[config.mk]
export PLATFORM = sky130hd
export DESIGN_NAME = mem_requester
export DESIGN_NICKNAME = d
export VERILOG_FILES = /design/src/rtl/mem_requester.sv
export SDC_FILE = /design/constraint.sdc
export NUM_CORES = 1
export LEC_CHECK = 0
export BUFFER_PORTS_ARGS = -buffer_cell sky130_fd_sc_hd__buf_2
export CORE_AREA = 4 4 114 116
export DETAILED_ROUTE_END_ITERATION = 12
export DIE_AREA = 0 0 118 120
export PLACE_DENSITY_LB_ADDON = 0.05
export SETUP_SLACK_MARGIN = 0.05
export SLEW_MARGIN = 20
export SYNTH_ARGS = -nofsm -noshare
export SYNTH_HDL_FRONTEND = slang
export SYNTH_SLANG_ARGS = --single-unit
[constraint.sdc]
create_clock -name clk -period 2.4 [get_ports clk]
set_input_delay 0.24 -clock clk [delete_from_list [all_inputs] [get_ports clk]]
set_output_delay 0.24 -clock clk [all_outputs]
set_load 0.02 [all_outputs]
[src/rtl/mem_requester.sv]
// ============================================================================
//  Module      : mem_requester
//  Description : Initiator for one main-memory port. Takes single load/store
//                requests, drives aligned memory strobes and returns
//                lane-extracted, extended load data over a response channel.
//  Revision    : 1.0 - initial release
// ============================================================================
`default_nettype none

module mem_requester #(
    parameter  int CAPACITY_BYTES = 128,
    parameter  int BYTES_PER_WORD = 4,
    parameter  int READ_LATENCY   = 1,
    localparam int ADDR_BITS      = $clog2(CAPACITY_BYTES),
    localparam int WORD_BITS      = BYTES_PER_WORD * 8
) (
    input  logic                      clk,
    input  logic                      reset,
    input  logic                      req_valid,
    output logic                      req_ready,
    input  logic                      req_write,
    input  logic [1:0]                req_size,
    input  logic                      req_unsigned,
    input  logic [ADDR_BITS-1:0]      req_address,
    input  logic [WORD_BITS-1:0]      req_wr_data,
    output logic                      resp_valid,
    input  logic                      resp_ready,
    output logic [WORD_BITS-1:0]      resp_rd_data,
    output logic                      resp_error,
    output logic [ADDR_BITS-1:0]      mem_address,
    output logic                      mem_rd_en,
    output logic [WORD_BITS-1:0]      mem_wr_data,
    output logic [BYTES_PER_WORD-1:0] mem_wr_en,
    input  logic [WORD_BITS-1:0]      mem_rd_data
);

    localparam int       c_CNT_BITS = 3;
    localparam bit [1:0] c_SZ_BYTE  = 2'b00;
    localparam bit [1:0] c_SZ_HALF  = 2'b01;
    localparam bit [1:0] c_SZ_WORD  = 2'b10;
    localparam bit [1:0] c_SZ_RSVD  = 2'b11;

    typedef enum logic [1:0] {
        S_IDLE  = 2'd0,
        S_ISSUE = 2'd1,
        S_WAIT  = 2'd2,
        S_RESP  = 2'd3
    } state_t;

    state_t                    r_state, w_state_nxt;
    logic [c_CNT_BITS-1:0]     r_cnt, w_cnt_nxt;
    logic                      r_write, w_write_nxt;
    logic                      r_unsigned, w_unsigned_nxt;
    logic [1:0]                r_size, w_size_nxt;
    logic [1:0]                r_lane, w_lane_nxt;

    logic                      r_req_ready, w_req_ready_nxt;
    logic                      r_resp_valid, w_resp_valid_nxt;
    logic [WORD_BITS-1:0]      r_resp_rd_data, w_resp_rd_data_nxt;
    logic                      r_resp_error, w_resp_error_nxt;
    logic [ADDR_BITS-1:0]      r_mem_address, w_mem_address_nxt;
    logic                      r_mem_rd_en, w_mem_rd_en_nxt;
    logic [WORD_BITS-1:0]      r_mem_wr_data, w_mem_wr_data_nxt;
    logic [BYTES_PER_WORD-1:0] r_mem_wr_en, w_mem_wr_en_nxt;

    logic                      w_req_err;
    logic [BYTES_PER_WORD-1:0] w_req_be;
    logic [WORD_BITS-1:0]      w_req_wdata;
    logic [WORD_BITS-1:0]      w_rd_shifted;
    logic [WORD_BITS-1:0]      w_rd_extended;

    // Request decode: alignment/size check, byte enables, lane replication
    always_comb begin
        w_req_err   = 1'b0;
        w_req_be    = '0;
        w_req_wdata = req_wr_data;
        case (req_size)
            c_SZ_BYTE: begin
                w_req_be    = BYTES_PER_WORD'(4'b0001 << req_address[1:0]);
                w_req_wdata = {4{req_wr_data[7:0]}};
            end
            c_SZ_HALF: begin
                w_req_err   = req_address[0];
                w_req_be    = BYTES_PER_WORD'(4'b0011 << req_address[1:0]);
                w_req_wdata = {2{req_wr_data[15:0]}};
            end
            c_SZ_WORD: begin
                w_req_err   = (req_address[1:0] != 2'b00);
                w_req_be    = '1;
                w_req_wdata = req_wr_data;
            end
            c_SZ_RSVD: begin
                w_req_err   = 1'b1;
            end
            default: begin
                w_req_err   = 1'b1;
            end
        endcase
    end

    // Load data: move the addressed lane to bit 0, then mask and extend
    always_comb begin
        w_rd_shifted  = mem_rd_data >> {r_lane, 3'b000};
        w_rd_extended = w_rd_shifted;
        case (r_size)
            c_SZ_BYTE: w_rd_extended = {{(WORD_BITS-8){~r_unsigned & w_rd_shifted[7]}},
                                        w_rd_shifted[7:0]};
            c_SZ_HALF: w_rd_extended = {{(WORD_BITS-16){~r_unsigned & w_rd_shifted[15]}},
                                        w_rd_shifted[15:0]};
            default:   w_rd_extended = w_rd_shifted;
        endcase
    end

    always_comb begin
        w_state_nxt        = r_state;
        w_cnt_nxt          = r_cnt;
        w_write_nxt        = r_write;
        w_unsigned_nxt     = r_unsigned;
        w_size_nxt         = r_size;
        w_lane_nxt         = r_lane;
        w_req_ready_nxt    = 1'b0;
        w_resp_valid_nxt   = 1'b0;
        w_resp_rd_data_nxt = r_resp_rd_data;
        w_resp_error_nxt   = r_resp_error;
        w_mem_address_nxt  = r_mem_address;
        w_mem_rd_en_nxt    = 1'b0;
        w_mem_wr_data_nxt  = r_mem_wr_data;
        w_mem_wr_en_nxt    = '0;

        case (r_state)
            S_IDLE: begin
                w_req_ready_nxt = 1'b1;
                if (req_valid && r_req_ready) begin
                    w_req_ready_nxt = 1'b0;
                    w_write_nxt     = req_write;
                    w_unsigned_nxt  = req_unsigned;
                    w_size_nxt      = req_size;
                    w_lane_nxt      = req_address[1:0];
                    if (w_req_err) begin
                        // Rejected requests never touch memory
                        w_state_nxt        = S_RESP;
                        w_resp_valid_nxt   = 1'b1;
                        w_resp_error_nxt   = 1'b1;
                        w_resp_rd_data_nxt = '0;
                    end else begin
                        w_state_nxt       = S_ISSUE;
                        w_mem_address_nxt = {req_address[ADDR_BITS-1:2], 2'b00};
                        w_mem_rd_en_nxt   = ~req_write;
                        w_mem_wr_en_nxt   = req_write ? w_req_be : '0;
                        w_mem_wr_data_nxt = w_req_wdata;
                    end
                end
            end
            S_ISSUE: begin
                if (r_write) begin
                    w_state_nxt        = S_RESP;
                    w_resp_valid_nxt   = 1'b1;
                    w_resp_error_nxt   = 1'b0;
                    w_resp_rd_data_nxt = '0;
                end else begin
                    w_state_nxt = S_WAIT;
                    w_cnt_nxt   = c_CNT_BITS'(READ_LATENCY);
                end
            end
            S_WAIT: begin
                w_cnt_nxt = r_cnt - 1'b1;
                if (r_cnt == c_CNT_BITS'(1)) begin
                    w_state_nxt        = S_RESP;
                    w_resp_valid_nxt   = 1'b1;
                    w_resp_error_nxt   = 1'b0;
                    w_resp_rd_data_nxt = w_rd_extended;
                end
            end
            S_RESP: begin
                w_resp_valid_nxt = 1'b1;
                if (resp_ready) begin
                    w_state_nxt        = S_IDLE;
                    w_resp_valid_nxt   = 1'b0;
                    w_req_ready_nxt    = 1'b1;
                    w_resp_rd_data_nxt = '0;
                    w_resp_error_nxt   = 1'b0;
                end
            end
            default: begin
                w_state_nxt     = S_IDLE;
                w_req_ready_nxt = 1'b1;
            end
        endcase
    end

    always_ff @(posedge clk or posedge reset) begin
        if (reset) begin
            r_state        <= S_IDLE;
            r_cnt          <= '0;
            r_write        <= 1'b0;
            r_unsigned     <= 1'b0;
            r_size         <= 2'b00;
            r_lane         <= 2'b00;
            r_req_ready    <= 1'b1;
            r_resp_valid   <= 1'b0;
            r_resp_rd_data <= '0;
            r_resp_error   <= 1'b0;
            r_mem_address  <= '0;
            r_mem_rd_en    <= 1'b0;
            r_mem_wr_data  <= '0;
            r_mem_wr_en    <= '0;
        end else begin
            r_state        <= w_state_nxt;
            r_cnt          <= w_cnt_nxt;
            r_write        <= w_write_nxt;
            r_unsigned     <= w_unsigned_nxt;
            r_size         <= w_size_nxt;
            r_lane         <= w_lane_nxt;
            r_req_ready    <= w_req_ready_nxt;
            r_resp_valid   <= w_resp_valid_nxt;
            r_resp_rd_data <= w_resp_rd_data_nxt;
            r_resp_error   <= w_resp_error_nxt;
            r_mem_address  <= w_mem_address_nxt;
            r_mem_rd_en    <= w_mem_rd_en_nxt;
            r_mem_wr_data  <= w_mem_wr_data_nxt;
            r_mem_wr_en    <= w_mem_wr_en_nxt;
        end
    end

    assign req_ready    = r_req_ready;
    assign resp_valid   = r_resp_valid;
    assign resp_rd_data = r_resp_rd_data;
    assign resp_error   = r_resp_error;
    assign mem_address  = r_mem_address;
    assign mem_rd_en    = r_mem_rd_en;
    assign mem_wr_data  = r_mem_wr_data;
    assign mem_wr_en    = r_mem_wr_en;

endmodule

`default_nettype wire

== Word level (Yosys, flattened, before mapping) ==
Cells that the tools add are included.
Widths: inputs -> output; s select.
Operators by class
  add/sub/neg operators: 1
  eq/ne operators: 14
  shifts and indexed selects: 3
  muxes and demuxes: 40
  bitwise gates (word level): 5
  reductions and logical operators: 11
Operator list (count)
  $mux 32: 5
  $pmux 32 s2: 2
  $pmux 32 s4: 1
  $shr 32x5->32: 1
  $mux 1: 16
  $mux 4: 4
  $ne 2x2->1 const B: 6
  $pmux 4 s3: 1
  $eq 2x2->1 const B: 4
  $mux 2: 4
  $pmux 1 s4: 2
  $pmux 2 s4: 1
  $eq 2x1->1 const B: 3
  $logic_not 2->1: 3
  $pmux 3 s2: 1
  $reduce_and 3->1: 2
  $reduce_and 5->1: 1
  $reduce_and 2->1: 2
  $reduce_bool 2->1: 2
  $shl 1x2->4 const A: 1
  $shl 2x2->4 const A: 1
  $eq 3x1->1 const B: 1
  $mux 3: 1
  $not 1->1: 3
  other kinds (5): 6
Word-level totals
  register bits: 88
  bits of input ports: 79
  output and inout bits: 79
  word-level logic and storage cells: 88

== Longest topological paths before layout ==
  depth in word-level cells: 6
  depth in mapped cells: 9
  gate-level depth less buffers: 6

== Worst setup path after synthesis ==
OpenSTA, ideal clock, no wires.
  kind: reg-to-reg
  start point: register r_state[0]
  end point: register r_resp_rd_data[0], in the netlist resp_rd_data[0]
  library setup time: 0.079 ns
  arrival: 1.801 ns
  required time: 2.321 ns
  path slack: 0.520 ns
  stages on the path, launching flop included: 10
  buffers on the path: 3
  period minus slack after synthesis: 1.880 ns
  path through: dfrtp_1 inv_1 ha_1 buf_4 a21boi_1 a2111oi_4 and2_1 buf_4 buf_6 mux2i_1
Between the ends
  cells in the longest elaborated chain, start to end: 3
  elaborated cells between the ends (all ways): 11
  those cells by class: eq/ne: 8; mux: 1; reduce/logical: 2
Ends and longest elaborated chain
  from (decl): line 50  | state_t r_state, w_state_nxt;
  from (signal assigned): line 208  | r_state <= w_state_nxt;
  $eq 2x1->1 (tied with other cells): line 130  | case (r_state)
  $ne 2x2->1 (no source line)
  $reduce_and 5->1 (no source line)
  to (signal assigned): line 216  | r_resp_rd_data <= w_resp_rd_data_nxt;
  to (decl): line 59  | logic [WORD_BITS-1:0] r_resp_rd_data, w_resp_rd_data_nxt;
Several ways; a longest one is shown, not always the timed one.
A chain may end at the register's enable or synchronous reset.

== Worst setup path in the final report ==
  start point: register r_state[1]
  end point: register r_resp_rd_data[10], in the netlist resp_rd_data[10]
Same word-level chain as after synthesis.

==> reports/qor.yml <==
cts_sinks: 88
critPathMaxFanout: 21
grt_pass1_wl_um: 20200
outcome: "finished clean"
final_cells: 743
clock-root-buffer: "sky130_fd_sc_hd__clkbuf_16"
drt_pre_antenna_iters: 4
setup_viol_count_final: 0
post_route_cells_drive_above_1_share_pct: 35.6
clock_latency_at_the_later_pin_of_the_worst_skew_pair_ns: 0.34
tns_ns: 0
synth.most_common_cell: "sky130_fd_sc_hd__dfrtp_1"
cts.clk_slew.worst_paths_ns: 0.06
drcViolationCount: 0
cts_hold_buf: 0
synth_enable_flop_cells: 0
endpoint_kind: "register"
dp_worst_setup_slack_ns: 0.216
placeableCoreArea_um2: 11900
die_y_um: 120
power_mw: 7.52
synth.area.top_cells: "sky130_fd_sc_hd__dfrtp_1 (47%), sky130_fd_sc_hd__mux2i_1 (11%), sky130_fd_sc_hd__nand2_1 (4.3%), sky130_fd_sc_hd__a21oi_1 (4.1%), sky130_fd_sc_hd__mux2_2 (3.4%)"
yosys.cell_types.count: 51
fin_worst_hold_slack_ns: 0.0367
filler_cell_count: 1161
gpl.final_weighted_congestion: 0.823
hold_class: "in2async"
detail_routed_net_length_per_standard_cell_um: 16.9
register_area_um2: 2200
first_global_vias: 3832
via_count_of_the_routed_design: 3853
synth_area_leader_cell: "sky130_fd_sc_hd__dfrtp_1"
grt_antenna_before_repair: 0
criticalPathCategory: "reg2reg"
dp_hpwl_um: 9260
fin_crit_sh_pct: 87.9
finish.instance_area_um2: 5880
clock-skew-final_ns: 0.00587
route.detailed.vias_per_inst: 5.19
cp.arrival_ns: 2.37
slew_violations: 0
power.static_leakage_nw: 2.93
ys_dominant_reg_cell: "sky130_fd_sc_hd__dfrtp_1"
slew-limit-headroom_pct: 47.8
finalHoldViolCount: 0
ys_seq_area_share_pct: 47.8
buffers_on_ports: 155
flow.area_growth_from_synthesis_pct: 27.6
syn-instance-count: 445
die_area_um2: 14200
postLayoutCoreUtil_pct: 49.4
p_per_area_nw_per_um2: 1280
fin_nets: 675
post_synth.cell_area_avg_um2: 10.4
synth.top_cells.by_count: "sky130_fd_sc_hd__dfrtp_1 (87), sky130_fd_sc_hd__nand2_1 (53), sky130_fd_sc_hd__mux2i_1 (50)"
totalWireLength_um: 12600
timing.max_cap.violations: 0
placedCellCount: 726
critical_path.cell_chain: "inv_1 -> ha_1 -> nor2b_1 -> a2111oi_4 -> buf_4 -> nand3_2 -> o2bb2ai_1"
ys_warn_count: 0
async_reset_ff_share_pct: 100
worst_path_largest_cell_delay_ns: 0.42
design.portCount: 158
worst_ir_drop_vdd_uv: 428
grt_setup_unrepaired: "false"
track_usage_pct: 17.8
cts-htree-levels: 3
worst_slack_ns: 0.292
die_width_um: 118
grt_max_degree: 89
netlist_area_um2: 4610
ant_nets: 0
critPathLaunchType: "register"
finalWorstPathRequiredPeriod_ns: 2.11
drt_iter0_drc: 174
grt-ovfl-total: 0
slowest_stage: "sky130_fd_sc_hd__dfrtp_1"
tritoncts: "built"
tightestPinTransition_ns: 0.783
timing.reg2reg.setup_slack_ns: 0.29
yosys.area.top_type_share_pct: 47.2
numCtsBuffers: 9
multi_input_comb_area_um2: 2170
floorplan.rows: 40
ctsLongestPathBuffers: 2
initial_utilization_pct: 38.7
postSynthRegisterBits: 88
crit_required_ns: 2.66
post_dp_area_um2: 5540
max_freq_mhz: 474
## timing repair
item / CTS / global route
endpoints found under the setup margin: 0 / 1
resized for setup: 0 / 1
buffers inserted: 0 / 0
## flip-flops by register name, indices dropped and copies added, names as in the netlist, 2 cells and up
register	flops
r_state	2
resp_rd_data	32
mem_address	5
r_size	2
mem_wr_data	32
r_lane	2
r_cnt	3
mem_wr_en	4
## cells in the final DEF, fill, tap and decap left out, types with 2 or more instances in the layout
master / netlist / layout
sky130_fd_sc_hd__inv_1: 16 / 15
sky130_fd_sc_hd__clkbuf_8: 0 / 3
sky130_fd_sc_hd__a31oi_1: 18 / 18
sky130_fd_sc_hd__mux2_1: 13 / 13
sky130_fd_sc_hd__conb_1: 1 / 2
sky130_fd_sc_hd__dfrtp_1: 87 / 87
sky130_fd_sc_hd__xor2_1: 3 / 3
sky130_fd_sc_hd__o211ai_1: 7 / 7
sky130_fd_sc_hd__nor3_1: 2 / 2
sky130_fd_sc_hd__bufinv_16: 0 / 2
sky130_fd_sc_hd__o21ai_1: 26 / 26
sky130_fd_sc_hd__nand2_1: 53 / 53
sky130_fd_sc_hd__clkbuf_16: 0 / 9
sky130_fd_sc_hd__buf_12: 0 / 3
sky130_fd_sc_hd__nor2_1: 20 / 20
sky130_fd_sc_hd__buf_4: 10 / 11
sky130_fd_sc_hd__mux2_2: 14 / 14
sky130_fd_sc_hd__nor2b_1: 6 / 6
sky130_fd_sc_hd__a21oi_1: 38 / 38
sky130_fd_sc_hd__nand4_1: 2 / 2
sky130_fd_sc_hd__o2bb2ai_1: 16 / 16
sky130_fd_sc_hd__buf_2: 10 / 155
sky130_fd_sc_hd__o21ai_0: 3 / 3
sky130_fd_sc_hd__ha_1: 6 / 6
sky130_fd_sc_hd__mux2i_1: 50 / 50
## layout make-up
type	count	share of cell area, %
antenna	1	0.0425
clock buffer	12	4.53
clock inverter	4	1.25
inverter	16	1.08
multi-input combinational	306	36.9
sequential	88	37.4
tap	147	3.13
timing repair buffer	169	15.6
## worst max-delay path: cells and delay by family, from the launching register on
kind | cells | cell delay (ns)
buffers and inverters | 2 | 0.42
and+or+nand+nor | 2 | 0.40
DFF | 1 | 0.42
AOI/OAI and AO/OA | 2 | 0.54
adders and majority gates | 1 | 0.25
## cells by family after synthesis
logic type	after synthesis	share of synthesized area, %
other cells	1	0.0813
simple gates	95	9.55
buf+inv	52	5.48
xor+xnor	3	0.570
flops	88	47.8
compound gates	122	17.0
fa+ha+maj	6	1.63
mux	78	17.9
## power by group
group	switching [mW]	leakage, nW	internal [mW]
sequential	0.391	1.15	2.01
clock	0.597	0.169	1.00
combinational	2.10	1.62	1.43
## metal layers
metal | vias up | routed length, um | share of wire, % | track usage, %
met1 | 1840 | 5450 | 43 | 22.7
met2 | 126 | 5860 | 47 | 28.2
li1 | 1876 | - | - | -
met5 | - | 0 | 0 | 0
met3 | 11 | 1100 | 8.8 | 6.27
met4 | 0 | 162 | 1.3 | 6.01
## worst paths after layout
check / start / to / cells after the start
max in group asynchronous: reset / mem_wr_data[16] / 3
max reg2reg: r_state[1] / resp_rd_data[10] / 7
max: r_state[1] / resp_rd_data[10] / 7
min: reset / r_cnt[0] / 3
min in group clk: req_write / mem_rd_en / 2
min reg2reg: mem_wr_data[26] / mem_wr_data[26] / 2
Note: power is estimated with default switching activity, not from simulation.
